<file path="src/rtl/collatz_pkg.sv">
// Shared encodings for the Collatz datapath.
// FS selects the ALU operation; SEL chooses between loading a new start value
// and executing the ALU operation requested by the controller.
package collatz_pkg;

    localparam logic [1:0] FS_HALF  = 2'b00;   // X >> 1
    localparam logic [1:0] FS_ADD   = 2'b01;   // X + T
    localparam logic [1:0] FS_DBL   = 2'b10;   // X << 1
    localparam logic [1:0] FS_INC   = 2'b11;   // X + 1

    localparam logic       SEL_LOAD = 1'b0;
    localparam logic       SEL_RUN  = 1'b1;

    // True for the operations that finish a Collatz step when written to X.
    function automatic logic counts_step(input logic [1:0] fs);
        return (fs == FS_HALF) || (fs == FS_INC);
    endfunction

endpackage

</file>
<file path="src/rtl/collatz_alu.sv">
// Combinational ALU for the Collatz datapath.
// Ports:
//   x, t   : W-bit operands (working value and temporary)
//   fs     : operation select (see collatz_pkg)
//   result : W+1-bit result; bit W is the carry-out used for overflow
module collatz_alu
    import collatz_pkg::*;
#(
    parameter int W = 16
) (
    input  logic [W-1:0] x,
    input  logic [W-1:0] t,
    input  logic [1:0]   fs,
    output logic [W:0]   result
);

    logic [W:0] half_v;
    logic [W:0] dbl_v;

    // Shifts built bitwise so the carry-out placement is explicit: halving
    // never carries, doubling carries out the old MSB.
    genvar gi;
    generate
        for (gi = 0; gi < W; gi++) begin : g_shift
            assign half_v[gi]  = (gi == W - 1) ? 1'b0 : x[gi + 1];
            assign dbl_v[gi+1] = x[gi];
        end
    endgenerate
    assign half_v[W] = 1'b0;
    assign dbl_v[0]  = 1'b0;

    always_comb begin
        result = '0;
        unique case (fs)
            FS_HALF: result = half_v;
            FS_ADD:  result = {1'b0, x} + {1'b0, t};
            FS_DBL:  result = dbl_v;
            FS_INC:  result = {1'b0, x} + (W + 1)'(1);
            default: result = '0;
        endcase
    end

endmodule

</file>
<file path="src/rtl/collatz_datapath.sv">
// Collatz datapath: holds X, T, a saturating step counter and a sticky
// overflow flag, and returns the One/X0 status bits to the controller.
// Ports:
//   CLK, resetn  : clock and synchronous active-low reset
//   SEL          : 0 = load X_in, 1 = execute FS
//   WEN          : when running, 1 writes the ALU result to T, 0 to X
//   FS           : ALU function select
//   X_in         : start value captured on load
//   X_out        : current X
//   One, X0      : combinational status (X == 1, X[0])
//   STEPS        : completed Collatz steps, saturating
//   OVF          : sticky carry-loss flag, cleared by reset or load
module collatz_datapath
    import collatz_pkg::*;
#(
    parameter int W  = 16,
    parameter int CW = 8
) (
    input  logic          CLK,
    input  logic          resetn,
    input  logic          SEL,
    input  logic          WEN,
    input  logic [1:0]    FS,
    input  logic [W-1:0]  X_in,
    output logic [W-1:0]  X_out,
    output logic          One,
    output logic          X0,
    output logic [CW-1:0] STEPS,
    output logic          OVF
);

    localparam logic [CW-1:0] STEPS_MAX = {CW{1'b1}};

    logic [W-1:0]  x_reg;
    logic [W-1:0]  t_reg;
    logic [CW-1:0] steps_reg;
    logic          ovf_reg;
    logic [W:0]    alu_result;
    logic          one_flag;

    collatz_alu #(.W(W)) u_alu (
        .x      (x_reg),
        .t      (t_reg),
        .fs     (FS),
        .result (alu_result)
    );

    assign one_flag = (x_reg == W'(1));

    always_ff @(posedge CLK) begin
        if (!resetn) begin
            x_reg     <= '0;
            t_reg     <= '0;
            steps_reg <= '0;
            ovf_reg   <= 1'b0;
        end else if (SEL == SEL_LOAD) begin
            x_reg     <= X_in;
            t_reg     <= '0;
            steps_reg <= '0;
            ovf_reg   <= 1'b0;
        end else if (!one_flag) begin
            // Once X reaches 1 everything freezes so the result stays
            // visible while the controller idles in its done state.
            if (WEN) begin
                t_reg <= alu_result[W-1:0];
            end else begin
                x_reg <= alu_result[W-1:0];
                if (counts_step(FS) && (steps_reg != STEPS_MAX)) begin
                    steps_reg <= steps_reg + CW'(1);
                end
            end
            if (alu_result[W]) begin
                ovf_reg <= 1'b1;
            end
        end
    end

    assign X_out = x_reg;
    assign One   = one_flag;
    assign X0    = x_reg[0];
    assign STEPS = steps_reg;
    assign OVF   = ovf_reg;

endmodule
</file>
<file path="config.mk">
export PLATFORM = sky130hd
export DESIGN_NAME = collatz_datapath
export DESIGN_NICKNAME = d
export VERILOG_FILES = /design/src/rtl/collatz_pkg.sv /design/src/rtl/collatz_alu.sv /design/src/rtl/collatz_datapath.sv
export SDC_FILE = /design/constraint.sdc
export NUM_CORES = 1
export LEC_CHECK = 0
export CAP_MARGIN = 20
export CORE_ASPECT_RATIO = 0.5
export CORE_MARGIN = 1.5
export CORE_UTILIZATION = 49
export DETAILED_ROUTE_END_ITERATION = 8
export GPL_ROUTABILITY_DRIVEN = 0
export GPL_TIMING_DRIVEN = 0
export PLACE_DENSITY = 0.83
export SLEW_MARGIN = 20
export SYNTH_ARGS = -nofsm -noshare
export SYNTH_HDL_FRONTEND = slang
export SYNTH_SLANG_ARGS = --single-unit
</file>
<file path="constraint.sdc">
create_clock -name CLK -period 3.74 [get_ports CLK]
set_clock_uncertainty 0.2 [all_clocks]
set_input_delay 0.748 -clock CLK [delete_from_list [all_inputs] [get_ports CLK]]
set_output_delay 0.748 -clock CLK [all_outputs]
set_load 0.02 [all_outputs]
</file>
==> out/qor.txt <==
Outcome: finished, final reports clean
Antenna diode count: 0
Longest Clk Path Bufs: 2
Maximum clock rate: 0.286 GHz
RSZ-0062 raised after global routing: no
Maximum VDD drop: 0.194 mV
Final worst path period share: 93.4%
R2r endpoint: X_out[12]$_SDFFE_PN0P_
Routed wire length: 9.24 mm
Ys Warns: 0
Vert. Die Dim: 58.1 µm
Cell internal pwr: 0.000912 W
Critical Path Sink Type: register
Commonest non-fill, non-tap cell in the layout: clkdlybuf4s50_1
Die area: 6580 µm²
Slew headroom: 44.5%
Vias: 3,154
Top cells by area, synth: dfxtp_1 (28%), ha_1 (8.8%), nor2_1 (4.7%)
Yosys cell types: 58
Ys flop type: dfxtp_1
Clock power share: 40.2%
Number of synthesized flops with an enable pin: 0
Global Route Usage Sum: 29.7%
Port buffer count: 47
Hold EP: t_reg[2]$_SDFFE_PN0P_
Drt first pass iters: 5
Setup violations, final: 0
Max-cap violations: 0
Clk slew on worst S/H paths: 0.06 ns
Share of cells above drive strength 1: 8.12%
Mean Syn Cell Area: 7.94 µm²
CTS H-Tree Depth: 2
Measured slew at the worst slew-check pin: 0.830 ns
FF-to-FF path depth: 10
Largest net degree at the start of global routing: 13
Fin util: 66.7%
Worst Path Required: 3.69 ns
Final Power: 0.00129 W
Crit Path Max Fanout: 10
ANT nets after route: 0
First-pass GRT wire length: 14.7 mm
Setup_tns: 0 ns
RR Startpoint: X_out[0]$_SDFFE_PN0P_
Total CTS buffers: 5
Top cell type's share of synthesized area: 27.6%
Wire per inst: 18.3 µm
Dpl cells: 495
Register area share after synthesis: 27.6%
Post-layout minimum cycle time: 3.49 ns
Mapped cell area: 2980 µm²
CP arrival: 3.44 ns
Flop pwr share: 37.4%
Routed vias/inst: 6.26
Vias in the first global route: 2,860
Die width: 113 µm
# IOs: 49
Syn nets: 419
Pwr dens: 343 nW/µm²
Asr flop ratio synth: 0%
Initial DRC count: 319
Leak: 1.51 nW
Slew Limit Fails: 0
Worst Hold Class: reg2reg
Hold-fix buffers at CTS: 0
Antenna violations before repair: 0
Root Driver: clkbuf_16
Hold path startpoint: t_reg[2]$_SDFFE_PN0P_
Largest area contributor in the netlist: dfxtp_1
R2R Setup Slk: 0.80 ns
Nets: 474
FF+latch count, synth: 41
Residual DRC: 0
Number of hold violations in the final report: 0
Area grow syn2layout: 26.7%
Hold path depth: 2
Setup crit start kind: input port
Most frequent cells in the layout: clkdlybuf4s50_1 (45), dfxtp_1 (41), nor2_1 (37), nand2_1 (36), o21ai_0 (22)
Post-Syn Instances: 375
Clk sinks: 41
Switching part of the total: 29.5%
Detailed placer's ending HPWL: 6.52 mm
Later-pin clock latency in the skew report: 0.30 ns
Net Switching: 0.000381 W
Row count: 19
CTS tree: built
Gate power share: 22.4%
Grt total ovfl: 0
Starting density of the core: 52.6%
CORE AREA: 5660 µm²
CP Class: in2reg
Fin cells: 504
## cell type report
cell class | instances | area (µm²)
Clock inverter | 1 | 30.0
Clock buffer | 7 | 143
Tap cell | 73 | 91.3
Timing Repair Buffer | 48 | 468
Inverter | 11 | 41.3
Buffer | 23 | 103
Multi-Input combinational cell | 300 | 2080
Sequential cell | 41 | 821
Fill cell | 502 | 1890
## stage by stage
stage | hold WS (ns) | cell area (µm²) | setup slack, ns
final | 0.259 | 3770 | 0.249
after global routing | 0.279 | 3770 | 0.0851
after CTS | 0.255 | 3770 | 0.130
after detailed placement | 0.246 | 3540 | -1.14
after global placement | 0.240 | 3540 | -1.13
after floorplan | 0.232 | 2980 | 0.0995
## layer usage
layer	global-route usage, %	vias up	wire [µm]
li1	-	1484	-
met1	39.6	1477	4150
met2	46.1	167	3890
met3	7.53	26	926
met4	13.4	0	273
met5	0	-	0
## cells in the mapped netlist (all sizes together) (2+ instances only)
cell type and count:
and3 11, and2 2, nor4 3, buf 5
o2111ai 2, mux2i 5, xor2 10, o221ai 6
nand3b 5, clkbuf 18, a21o 8, a311oi 5
a221oi 7, nor2 37, nand4 6, or2 2
o211ai 4, nor2b 19, a211oi 9, nand2b 6
inv 11, a31oi 8, xnor2 8, a22oi 3
a21oi 17, o21bai 2, nand3 12, nand2 36
nor3 4, ha 21, o221a 2, o21ai 23
dfxtp 41, o21a 5
## critical path, stage by stage
cell       delay, ns
clkbuf_2        0.14
ha_4            0.15
clkbuf_8        0.17
or2_2           0.13
ha_1            0.20
inv_1           0.07
fa_1            0.42
nor2b_2         0.20
o2111ai_4       0.18
a211oi_2        0.32
a311oi_2        0.14
xnor2_1         0.17
a221oi_2        0.27
a311oi_1        0.13
## kinds of logic (layout without fill, tap and decap cells)
logic type               after synthesis  count (layout)  share of synthesized area [%]
AO/OA/AOI/OAI                        108             108                           26.6
adder cells (fa/ha/maj)               22              22                           9.50
buffers and inverters                 34              90                           4.50
AND/OR/NAND/NOR                      146             146                           24.3
flip-flops                            41              41                           27.6
multiplexers                           6               6                           2.19
XOR/XNOR                              18              18                           5.30
## timing repair
action / 4_1_cts / 5_1_grt
pin swaps: 3 / 2
setup buffers: 1 / 0
setup endpoints to repair: 28 / 4
resized for setup: 11 / 5
## how the worst max path moves through the flow
stage / cells after the start / startpoint / to / slack (ns)
after floorplan: 13 / FS[0] / X_out[12]$_SDFFE_PN0P_ / 0.1
after global placement: 14 / FS[0] / X_out[14]$_SDFFE_PN0P_ / -1.13
after detailed placement: 14 / FS[0] / X_out[14]$_SDFFE_PN0P_ / -1.14
after CTS: 14 / FS[1] / X_out[14]$_SDFFE_PN0P_ / 0.13
after global routing: 14 / FS[1] / X_out[12]$_SDFFE_PN0P_ / 0.09
final: 14 / FS[1] / X_out[12]$_SDFFE_PN0P_ / 0.25
## power groups by stage
stage               registers, W  logic [W]  clock network [W]
floorplan               0.000500   0.000164                  0
global placement        0.000492   0.000273                  0
detailed placement      0.000493   0.000277                  0
CTS                     0.000483   0.000284           0.000522
global route            0.000487   0.000312           0.000546
finish                  0.000484   0.000290           0.000520
Power figures use the tool's default switching activity.
